## src/rtl/hdmi_out_reader.sv

```systemverilog
`default_nettype none
// ============================================================================
// Module   : hdmi_out_reader
// Purpose  : Video timing generator that pops RGB888 pixels from a FIFO and
//            aligns them with DE/HS/VS across the FIFO read latency.
// Revision : 1.0 - initial release
// ============================================================================
module hdmi_out_reader #(
    parameter int          H_ACTIVE   = 1280,
    parameter int          H_FP       = 110,
    parameter int          H_SYNC     = 40,
    parameter int          H_BP       = 220,
    parameter int          V_ACTIVE   = 720,
    parameter int          V_FP       = 5,
    parameter int          V_SYNC     = 5,
    parameter int          V_BP       = 20,
    parameter bit          SYNC_POL   = 1'b1,
    parameter int          RD_LATENCY = 2,
    parameter logic [23:0] FILL_COLOR = 24'h000000
) (
    input  logic        clk,
    input  logic        rst_n,
    input  logic        en,
    output logic        fifo_rd_en,
    input  logic [23:0] fifo_rd_data,
    input  logic        fifo_rd_empty,
    output logic        vid_hs,
    output logic        vid_vs,
    output logic        vid_de,
    output logic [23:0] vid_data,
    output logic        frame_start,
    output logic        underflow,
    input  logic        underflow_clr
);

    localparam int H_TOTAL = H_ACTIVE + H_FP + H_SYNC + H_BP;
    localparam int V_TOTAL = V_ACTIVE + V_FP + V_SYNC + V_BP;
    localparam int HW      = $clog2(H_TOTAL + 1);
    localparam int VW      = $clog2(V_TOTAL + 1);

    localparam logic [HW-1:0] c_h_last = HW'(H_TOTAL - 1);
    localparam logic [HW-1:0] c_h_act  = HW'(H_ACTIVE);
    localparam logic [HW-1:0] c_hs_beg = HW'(H_ACTIVE + H_FP);
    localparam logic [HW-1:0] c_hs_end = HW'(H_ACTIVE + H_FP + H_SYNC);
    localparam logic [VW-1:0] c_v_last = VW'(V_TOTAL - 1);
    localparam logic [VW-1:0] c_v_act  = VW'(V_ACTIVE);
    localparam logic [VW-1:0] c_vs_beg = VW'(V_ACTIVE + V_FP);
    localparam logic [VW-1:0] c_vs_end = VW'(V_ACTIVE + V_FP + V_SYNC);
    localparam logic          c_sync_idle = ~SYNC_POL;

    typedef enum logic [1:0] {
        S_IDLE = 2'd0,
        S_WAIT = 2'd1,
        S_RUN  = 2'd2
    } state_t;

    typedef struct packed {
        logic de;
        logic hs;
        logic vs;
        logic miss;
    } tap_t;

    state_t        state_q;
    logic [HW-1:0] h_cnt_q;
    logic [VW-1:0] v_cnt_q;

    logic          w_run;
    tap_t          stage0_d;
    tap_t          pipe_q [RD_LATENCY];
    tap_t          w_tap;

    logic          vid_de_q;
    logic          vid_hs_q;
    logic          vid_vs_q;
    logic [23:0]   vid_data_q;
    logic [23:0]   vid_data_d;
    logic          underflow_q;
    logic          underflow_d;

    // Stage 0: raw timing decoded straight from the registered counters.
    assign w_run         = (state_q == S_RUN);
    assign stage0_d.de   = w_run && (h_cnt_q < c_h_act) && (v_cnt_q < c_v_act);
    assign stage0_d.hs   = w_run && (h_cnt_q >= c_hs_beg) && (h_cnt_q < c_hs_end);
    assign stage0_d.vs   = w_run && (v_cnt_q >= c_vs_beg) && (v_cnt_q < c_vs_end);
    assign stage0_d.miss = stage0_d.de && fifo_rd_empty;

    assign fifo_rd_en  = stage0_d.de && !fifo_rd_empty;
    assign frame_start = w_run && (h_cnt_q == '0) && (v_cnt_q == '0);

    always_ff @(posedge clk or negedge rst_n) begin
        if (!rst_n) begin
            state_q <= S_IDLE;
            h_cnt_q <= '0;
            v_cnt_q <= '0;
        end else begin
            case (state_q)
                S_IDLE: begin
                    h_cnt_q <= '0;
                    v_cnt_q <= '0;
                    if (en) state_q <= S_WAIT;
                end
                S_WAIT: begin
                    h_cnt_q <= '0;
                    v_cnt_q <= '0;
                    if (!en)                 state_q <= S_IDLE;
                    else if (!fifo_rd_empty) state_q <= S_RUN;
                end
                S_RUN: begin
                    if (h_cnt_q == c_h_last) begin
                        h_cnt_q <= '0;
                        if (v_cnt_q == c_v_last) begin
                            // en is only honoured at the frame boundary.
                            v_cnt_q <= '0;
                            if (!en) state_q <= S_IDLE;
                        end else begin
                            v_cnt_q <= v_cnt_q + 1'b1;
                        end
                    end else begin
                        h_cnt_q <= h_cnt_q + 1'b1;
                    end
                end
                default: state_q <= S_IDLE;
            endcase
        end
    end

    // Delay line matching the FIFO read latency so the tap meets fifo_rd_data.
    always_ff @(posedge clk or negedge rst_n) begin
        if (!rst_n) begin
            for (int i = 0; i < RD_LATENCY; i++) pipe_q[i] <= '0;
        end else begin
            pipe_q[0] <= stage0_d;
            for (int i = 1; i < RD_LATENCY; i++) pipe_q[i] <= pipe_q[i-1];
        end
    end

    assign w_tap = pipe_q[RD_LATENCY-1];

    always_comb begin
        vid_data_d = 24'h000000;
        if (w_tap.de) vid_data_d = w_tap.miss ? FILL_COLOR : fifo_rd_data;
    end

    assign underflow_d = (underflow_q && !underflow_clr) || (w_tap.de && w_tap.miss);

    always_ff @(posedge clk or negedge rst_n) begin
        if (!rst_n) begin
            vid_de_q    <= 1'b0;
            vid_hs_q    <= c_sync_idle;
            vid_vs_q    <= c_sync_idle;
            vid_data_q  <= '0;
            underflow_q <= 1'b0;
        end else begin
            vid_de_q    <= w_tap.de;
            vid_hs_q    <= w_tap.hs ^ c_sync_idle;
            vid_vs_q    <= w_tap.vs ^ c_sync_idle;
            vid_data_q  <= vid_data_d;
            underflow_q <= underflow_d;
        end
    end

    assign vid_de    = vid_de_q;
    assign vid_hs    = vid_hs_q;
    assign vid_vs    = vid_vs_q;
    assign vid_data  = vid_data_q;
    assign underflow = underflow_q;

endmodule
`default_nettype wire

```

## config.mk

```make
export PLATFORM = sky130hd
export DESIGN_NAME = hdmi_out_reader
export DESIGN_NICKNAME = d
export VERILOG_FILES = /design/src/rtl/hdmi_out_reader.sv
export SDC_FILE = /design/constraint.sdc
export NUM_CORES = 1
export LEC_CHECK = 0
export CORE_UTILIZATION = 45
export DETAILED_ROUTE_END_ITERATION = 10
export GPL_ROUTABILITY_DRIVEN = 0
export GPL_TIMING_DRIVEN = 0
export HOLD_SLACK_MARGIN = 0.08
export PLACE_DENSITY = 0.78
export SYNTH_ARGS = -nofsm -noshare
export SYNTH_HDL_FRONTEND = slang
export SYNTH_SLANG_ARGS = --single-unit
```

## constraint.sdc

```tcl
create_clock -name clk -period 2.25 [get_ports clk]
set_input_delay 0.5625 -clock clk [delete_from_list [all_inputs] [get_ports clk]]
set_output_delay 0.5625 -clock clk [all_outputs]
set_load 0.01 [all_outputs]
```

Word-level counts from Yosys, hierarchy flattened:

Cells that the tools add are included.

* mux-type cells: 14
* reduce and logical (&&, ||, !) cells: 22
* $add $sub $neg: 2
* eq/ne operators: 9
* magnitude comparators: 6

Operators by type and width (count)
* $mux W24: 2
* $lt A11 B11 Y1 const B: 2
* $pmux W11 S2: 1
* $lt A10 B10 Y1 const B: 2
* $mux W10: 2
* $pmux W10 S2: 1
* $logic_and A1 B1 Y1: 12
* $mux W2: 6
* $add A11 B1 Y11 const B: 1
* $eq A11 B11 Y1 const B: 1
* $ge A11 B11 Y1 const B: 1
* $logic_not A11 Y1: 1
* $mux W11: 1
* $add A10 B1 Y10 const B: 1
* $eq A10 B10 Y1 const B: 1
* $ge A10 B10 Y1 const B: 1
* $logic_not A10 Y1: 1
* $pmux W2 S3: 1
* $reduce_and A5 Y1: 1
* $ne A2 B1 Y1 const B: 2
* $ne A2 B2 Y1 const B: 2
* $ne A3 B3 Y1 const B: 1
* $eq A2 B1 Y1 const B: 1
* $eq A2 B2 Y1 const B: 1
* other kinds (6): 7

* input port bits: 29
* logic and storage cells: 69
* register bits after elaboration: 59

Longest topological paths before layout:

Gate-level depths: netlist (run 1).

* depth in word-level cells: 4
* gate-level depth with buffers: 7
* gate-level depth less buffers: 6

Worst setup path before layout (run 1):

Ideal clock, no wire load.

* path kind: reg-to-output
* start: register h_cnt_q[7]
* end: output port frame_start
* path slack: 139 ps
* stages on the path, launching flop included: 5
* arrival: 1548 ps
* path through: dfrtp_1 buf_6 or4_4 buf_6 nor4_1

* cells in the longest elaborated chain, start to end: 3

RTL lines
* from (decl): RTL line 65 `logic [HW-1:0] h_cnt_q;`
* from (signal assigned): RTL line 120 `h_cnt_q <= h_cnt_q + 1'b1;`
* $logic_not A11 Y1: RTL line 89 `assign frame_start = w_run && (h_cnt_q == '0) && (v_cnt_q == '0);`
* $logic_and A1 B1 Y1 (2 in series): RTL line 89
* to (decl): RTL line 31 `output logic frame_start,`

Every way passes these cells.

Worst setup path in the final report (run 1):

* start: register h_cnt_q[0]
* end: output port frame_start

The elaborated chain is that of the path after synthesis.

==> summary.md, run 1 <==
| Metric | Value |
|---|---|
| Post-synthesis sequential area ratio | a little under three fifths |
| Area of the multi-input gates | 0.00114 mm² |
| Crit end category | output port |
| Final ANT Viol Nets | 0 |
| Initial antenna violation count | 0 |
| FF-to-FF setup slack | ~110 ps |
| Initial Util | about 48% |
| Setup Skew | around 6.0 ps |
| CTS Root Buffer Type | clkbuf_8 |
| FF+latch count, synth | between 50 and 60 |
| Depth of the worst register-to-register path | 5 |
| All-Layer GR Usage | about a fifth |
| Peak supply drop | between 300 and 400 µV |
| TNS Setup | -37.0 ps |
| WS Path Type | flip-flop to output port |
| Diodes inserted | 0 |
| HP Class | input pin to async pin |
| Failing checks | setup timing |
| Ranking of synthesized cells by area | dfrtp_1 55%, and2_1 6.3%, ha_1 3.3% |
| Max-slew violation count | 0 |
| Total CTS buffers | 9 |
| Leakage | 1.58 nW |
| Synth Area in Compound Gates | between 10 and 15% |
| Critical Path Start | h_cnt_q[0] |
| Worst Slack Setup Final | -37.0 ps |
| RSZ-0062 raised after global routing | true |
| Clock Sinks | 59 |
| Post-synthesis mux area share | less than 1% |
| DIE WIDTH | slightly below 80 µm |
| First-pass DRT Iterations | 4 |
| Syn nets | about 280 |
| Final Core Density | between 60% and 70% |
| Core Region | between 0.005 and 0.006 mm² |
| Status | finished, violations left |
| I/O Buffers | 58 |
| Required @ worst endpoint | about 1700 ps |
| Most frequent cells in the layout | 55 x clkdlybuf4s50_1, 49 x dfrtp_1, 27 x and2_1 |
| Share of layout cells above drive strength 1 | 18.0% |
| Synth warn | 0 |
| Wire per inst | between 10 and 15 µm |
| Tot Pwr | between 2 and 3 mW |
| Most common cell after layout, fill and taps aside | clkdlybuf4s50_1 |
| Synth async-reset ratio | 100% |
| Reg2Reg Capture Point | v_cnt_q[6] |
| Register area | about 0.0015 mm² |
| Yosys top cell area share | between 50% and 60% |
| Worst slew pin tran | roughly 690 ps |
| WL final | 5780 µm |
| Fin crit share | 102% |
| Initial DRC Count | 83 |
| Maximum buffer depth of the clock tree | 2 |
| Area of the mapped netlist | 0.00267 mm² |
| Cell variety after synth | between 40 and 50 |
| Area leader, netlist | dfrtp_1 |
| Final worst path period need | 2290 ps |
| # IOs | 59 |
| Hold buffer count at cts | 0 |
| Placed cell area | between 0.003 and 0.004 mm² |
| Die Span Y | 79.0 µm |
| Startpoint Class | flip-flop |
| Power Dens Cells | roughly 720 mW/mm² |
| Arr. time, crit path | approximately 1700 ps |
| Design area | ~0.0037 mm² |
| Hpwl dp | 4010 µm |
| Post-Synth XOR/XNOR Area | less than 1% |
| DRC errors left | 0 |
| CP endpoint | frame_start |
| First-pass GRT wire length | 9470 µm |
| CTS tree | yes |
| Number of synthesized flops with an enable pin | 0 |
| Nets | ~360 |
| Clock-pin transition on the worst setup and hold timing paths | 70 ps |
| Final count of hold timing violations | 0 |
| Worst-skew pair later-pin latency | roughly 340 ps |
| Worst r2r src | h_cnt_q[7] |
| MaxCap Viol Count | 0 |
| Fmax | approximately 0.44 GHz |
| Number of global-route vias before repair | between 1500 and 2000 |
| Dominant synthesized flop cell | dfrtp_1 |
| Final number of setup-violating endpoints | 1 |
| Total gr overflow | 0 |
| Largest family of logic cells by synthesized area | simple AND/OR/NAND/NOR gates |
| Synthesis-to-layout area growth | 37.6% |
| Worst slew margin | a little over half |
| Via count | about 2100 |
| Post-Synth Simple-Gate Area | between 20 and 25% |
| Standard-cell row count | 27 |
| Vias per std cell | roughly 5.4 |
| H-tree depth | 3 |
| Syn avg cell area | about 11 µm² |
| Die area | approximately 0.0062 mm² |
| Synth Instances | ~250 |
| Filler cell count | 428 |
| Largest net degree at the start of global routing | 33 |
| Post-Synth Adder-Cell Area | ~3.3% |
| Critical path peak fanout | 6 |
flip-flops by register name (all words and copies together) (netlist names):
register   cells
h_cnt_q       11
underflow      1
vid_de         1
state_q        2
vid_vs         1
vid_data      24
pipe_q         8
v_cnt_q       10
vid_hs         1
worst max-delay path, cell delays in order, from the launching register on:
cell and delay, ps:
dfrtp_2 450, inv_1 70, ha_1 140, nor4b_2 200, nand4_1 180, nor4_4 180
buf_2 170
worst min-delay path by stage:
stage,to,start
after floorplan,h_cnt_q[0],rst_n
after global placement,pipe_q[0],pipe_q[4]
after detailed placement,pipe_q[3],pipe_q[7]
after CTS,vid_data[5],rst_n
after global routing,vid_data[5],rst_n
final,vid_data[5],rst_n
report_power, final:
part           switching (mW)  total [mW]  internal [mW]
Clock                   0.425        1.05          0.620
Sequential             0.0352        1.16           1.12
Combinational           0.199       0.424          0.225
logic make-up (layout without fill, tap and decap cells):
| logic type | after synthesis | count (layout) |
|---|---|---|
| flip-flops | 59 | 59 |
| buffers and inverters | 22 | 102 |
| AO/OA/AOI/OAI | 50 | 50 |
| multiplexers | 1 | 1 |
| AND/OR/NAND/NOR | 105 | 105 |
| XOR/XNOR | 3 | 3 |
| adder cells (fa/ha/maj) | 7 | 7 |
stage by stage:
stage | hold WS, ps | worst slack [ps] | cells
2_1_floorplan | 267 | 139 | 247
3_3_place_gp | 332 | -1190 | 377
3_5_place_dp | 336 | -448 | 378
4_1_cts | 280 | -41.3 | 396
5_1_grt | 318 | -136 | 399
6_report | 264 | -37.0 | 399
layout make-up:
type	instances	share of cell area, %
Buffer	7	1.12
Sequential cell	59	40.5
Clock inverter	7	2.49
Tap cell	72	2.45
Clock buffer	9	3.37
Inverter	9	0.920
Timing Repair Buffer	70	18.2
Multi-Input combinational cell	166	30.9
layer usage:
layer / vias to the layer above / track usage [%] / share of wire, % / routed length (µm)
li1: 1033 / - / - / -
met1: 1014 / 26.3 / 45 / 2610
met2: 77 / 31.0 / 46 / 2640
met3: 16 / 4.71 / 6.5 / 376
met4: 0 / 11.8 / 2.7 / 155
met5: - / 0 / 0 / 0
cell usage after synthesis (all sizes together) (2+ instances only):
cell type	number
nor2b	2
o211ai	5
a21o	2
nor3	4
a21oi	6
dfrtp	59
o31a	2
ha	7
o41ai	2
nor4b	2
o21ai	12
or4	3
nand2	22
and4b	3
xor2	3
nand2b	3
clkbuf	9
nand4	7
a31oi	6
o31ai	3
nor2	10
and2	27
a22oi	4
nor4	2
inv	9
nand3	12
or3	5
buf	4
what timing repair did:
action | 4_1_cts | 5_1_grt
gates resized for setup | 28 | 4
setup endpoints to repair | 2 | 6
pin swaps | 5 | 2
setup buffers | 7 | 4
Note: power is estimated with default switching activity, not from simulation.
==> inputs of run 2 (changes only) <==
--- a/config.mk
+++ b/config.mk
@@ -5,6 +5,7 @@
 export SDC_FILE = /design/constraint.sdc
 export NUM_CORES = 1
 export LEC_CHECK = 0
+export CAP_MARGIN = 10
 export CORE_UTILIZATION = 45
 export DETAILED_ROUTE_END_ITERATION = 10
 export GPL_ROUTABILITY_DRIVEN = 0
==> run 2 against run 1 <==
The flow still finishes with violations (setup timing). Via count is the same. Critical endpoint unchanged. Highest routed layer unchanged. Largest cell class unchanged. Sequential share of layout area unchanged. Worst hold slack unchanged. Design area unchanged. Total power did not move. Clock power about the same. Clock skew stayed put.
==> summary.md, run 2 (synthesis results as in run 1) <==
| Metric | Value |
|---|---|
| Standard-cell row count | 27 |
| Required @ worst endpoint | about 1700 ps |
| Worst slew margin | a little over half |
| Total gr overflow | 0 |
| Critical-path cell list | inv_1, ha_1, nor4b_2, nand4_1, nor4_4, buf_2 |
| Synthesis-to-layout area growth | 37.6% |
| HP Class | input pin to async pin |
| First-pass GRT wire length | between 9000 and 10000 µm |
| Leakage | between 1.5 and 2 nW |
| Peak supply drop | between 300 and 400 µV |
| WL final | 5780 µm |
| Total CTS buffers | 9 |
| Slowest library cell on the worst path | dfrtp_2 |
| WS Path Type | flip-flop to output port |
| Clock-pin transition on the worst setup and hold timing paths | 70 ps |
| TNS Setup | -37.0 ps |
| Final worst path period need | roughly 2300 ps |
| H-tree depth | 3 |
| All-Layer GR Usage | between 20% and 30% |
| Core Region | between 0.005 and 0.006 mm² |
| Initial antenna violation count | 0 |
| Arr. time, crit path | between 1500 and 2000 ps |
| Hold buffer count at cts | 0 |
| Share of layout cells above drive strength 1 | between 10% and 20% |
| Startpoint Class | flip-flop |
| Crit-path max cell delay | 450 ps |
| Final number of setup-violating endpoints | 1 |
| Critical path peak fanout | 6 |
| # IOs | slightly below 60 |
| Via count | 2140 |
| Final count of hold timing violations | 0 |
| Max-slew violation count | 0 |
| Maximum buffer depth of the clock tree | 2 |
| Fmax | between 0.4 and 0.5 GHz |
| Nets | 358 |
| Clock Sinks | 59 |
| Hold slack final | 264 ps |
| Crit end category | output port |
| Wire per inst | approximately 14 µm |
| Worst-skew pair later-pin latency | 340 ps |
| CP top delay family | simple AND/OR/NAND/NOR gates |
| CTS tree | yes |
| MaxCap Viol Count | 0 |
| Final ANT Viol Nets | 0 |
| Die Span Y | between 70 and 80 µm |
| CP bufs+invs | 2 |
| Status | finished, violations left |
| DRC errors left | 0 |
| Hpwl dp | ~4000 µm |
| Die area | 0.00624 mm² |
| Worst Slack Setup Final | -37.0 ps |
| First-pass DRT Iterations | 4 |
| Diodes inserted | 0 |
| Power Dens Cells | 716 mW/mm² |
| Fin crit share | 102% |
| Initial DRC Count | slightly above 80 |
| Most common cell after layout, fill and taps aside | clkdlybuf4s50_1 |
| Number of global-route vias before repair | about 2000 |
| Number of flip-flops under the largest register name | 24 |
| DIE WIDTH | around 79 µm |
| Initial Util | roughly 48% |
| Vias per std cell | roughly 5.4 |
| Failing checks | setup timing |
| Most frequent cells in the layout | 55 x clkdlybuf4s50_1, 49 x dfrtp_1, 27 x and2_1 |
| Setup Skew | 5.96 ps |
| Worst slew pin tran | 690 ps |
| RSZ-0062 raised after global routing | true |
| CTS Root Buffer Type | clkbuf_8 |
| Largest net degree at the start of global routing | 33 |
| I/O Buffers | 58 |
[run 2: cell counts in the layout (fill, tap and decap cells not counted)]
No cell type changed its count.
[run 2: metal layers]
| layer | GRT usage (%) | routed length (µm) | up-vias | share of wire [%] |
|---|---|---|---|---|
| met3 | 4.71 | 376 | 16 | 6.5 |
| li1 | - | - | 1033 | - |
| met5 | 0 | 0 | - | 0 |
| met4 | 11.8 | 155 | 0 | 2.7 |
| met2 | 31.0 | 2640 | 77 | 46 |
| met1 | 26.3 | 2610 | 1014 | 45 |
[run 2: area by class of cell]
cell class | instances | area [µm²]
well taps | 72 | 90.1
flip-flops and latches | 59 | 1490
plain buffers | 7 | 41.3
multi-input cells | 166 | 1140
clock buffers | 9 | 124
clock inverters | 7 | 91.3
repair buffers | 70 | 668
inverters | 9 | 33.8
fillers | 428 | 1930
[run 2: worst paths after layout]
kind                            slack [ps]  cells past startpoint  startpoint           to
worst max register to register         110                      5  h_cnt_q[7]   v_cnt_q[6]
max in group asynchronous             1390                      2       rst_n   v_cnt_q[6]
min in group clk                       350                      0   pipe_q[2]       vid_hs
worst max-delay path                   -40                      6  h_cnt_q[0]  frame_start
worst min register to register         350                      0   pipe_q[2]       vid_hs
worst min-delay path                   260                      1       rst_n  vid_data[5]
[run 2: where the power goes]
group | internal [mW] | total, mW | switching [mW] | leakage (nW)
logic | 0.225 | 0.424 | 0.199 | 0.676
clock network | 0.620 | 1.05 | 0.425 | 0.109
registers | 1.12 | 1.16 | 0.0352 | 0.798
total | 1.97 | 2.63 | 0.660 | 1.58
[run 2: worst register-to-register path, delay by kind of cell, from the launching register on]
kind | cells | cell delay (ps)
simple gates | 2 | 670
buf+inv | 1 | 180
flops | 1 | 450
compound gates | 2 | 740
[run 2: timing repair]
action / in CTS / in global routing
pin swaps: 5 / 2
setup buffers: 7 / 4
gates resized for setup: 28 / 4
setup endpoints to repair: 2 / 6
[run 2: through the flow]
step                      total power, mW  worst slack, ps  instance area, µm²  utilization, %  std cells
after floorplan                      1.36              139                2670               -        247
after global placement               1.56            -1190                3340            59.5        377
after detailed placement             1.57             -448                3350            59.8        378
after CTS                            2.64            -41.3                3650            65.0        396
after global routing                 2.76             -136                3670            65.5        399
final                                2.63            -37.0                3670            65.5        399
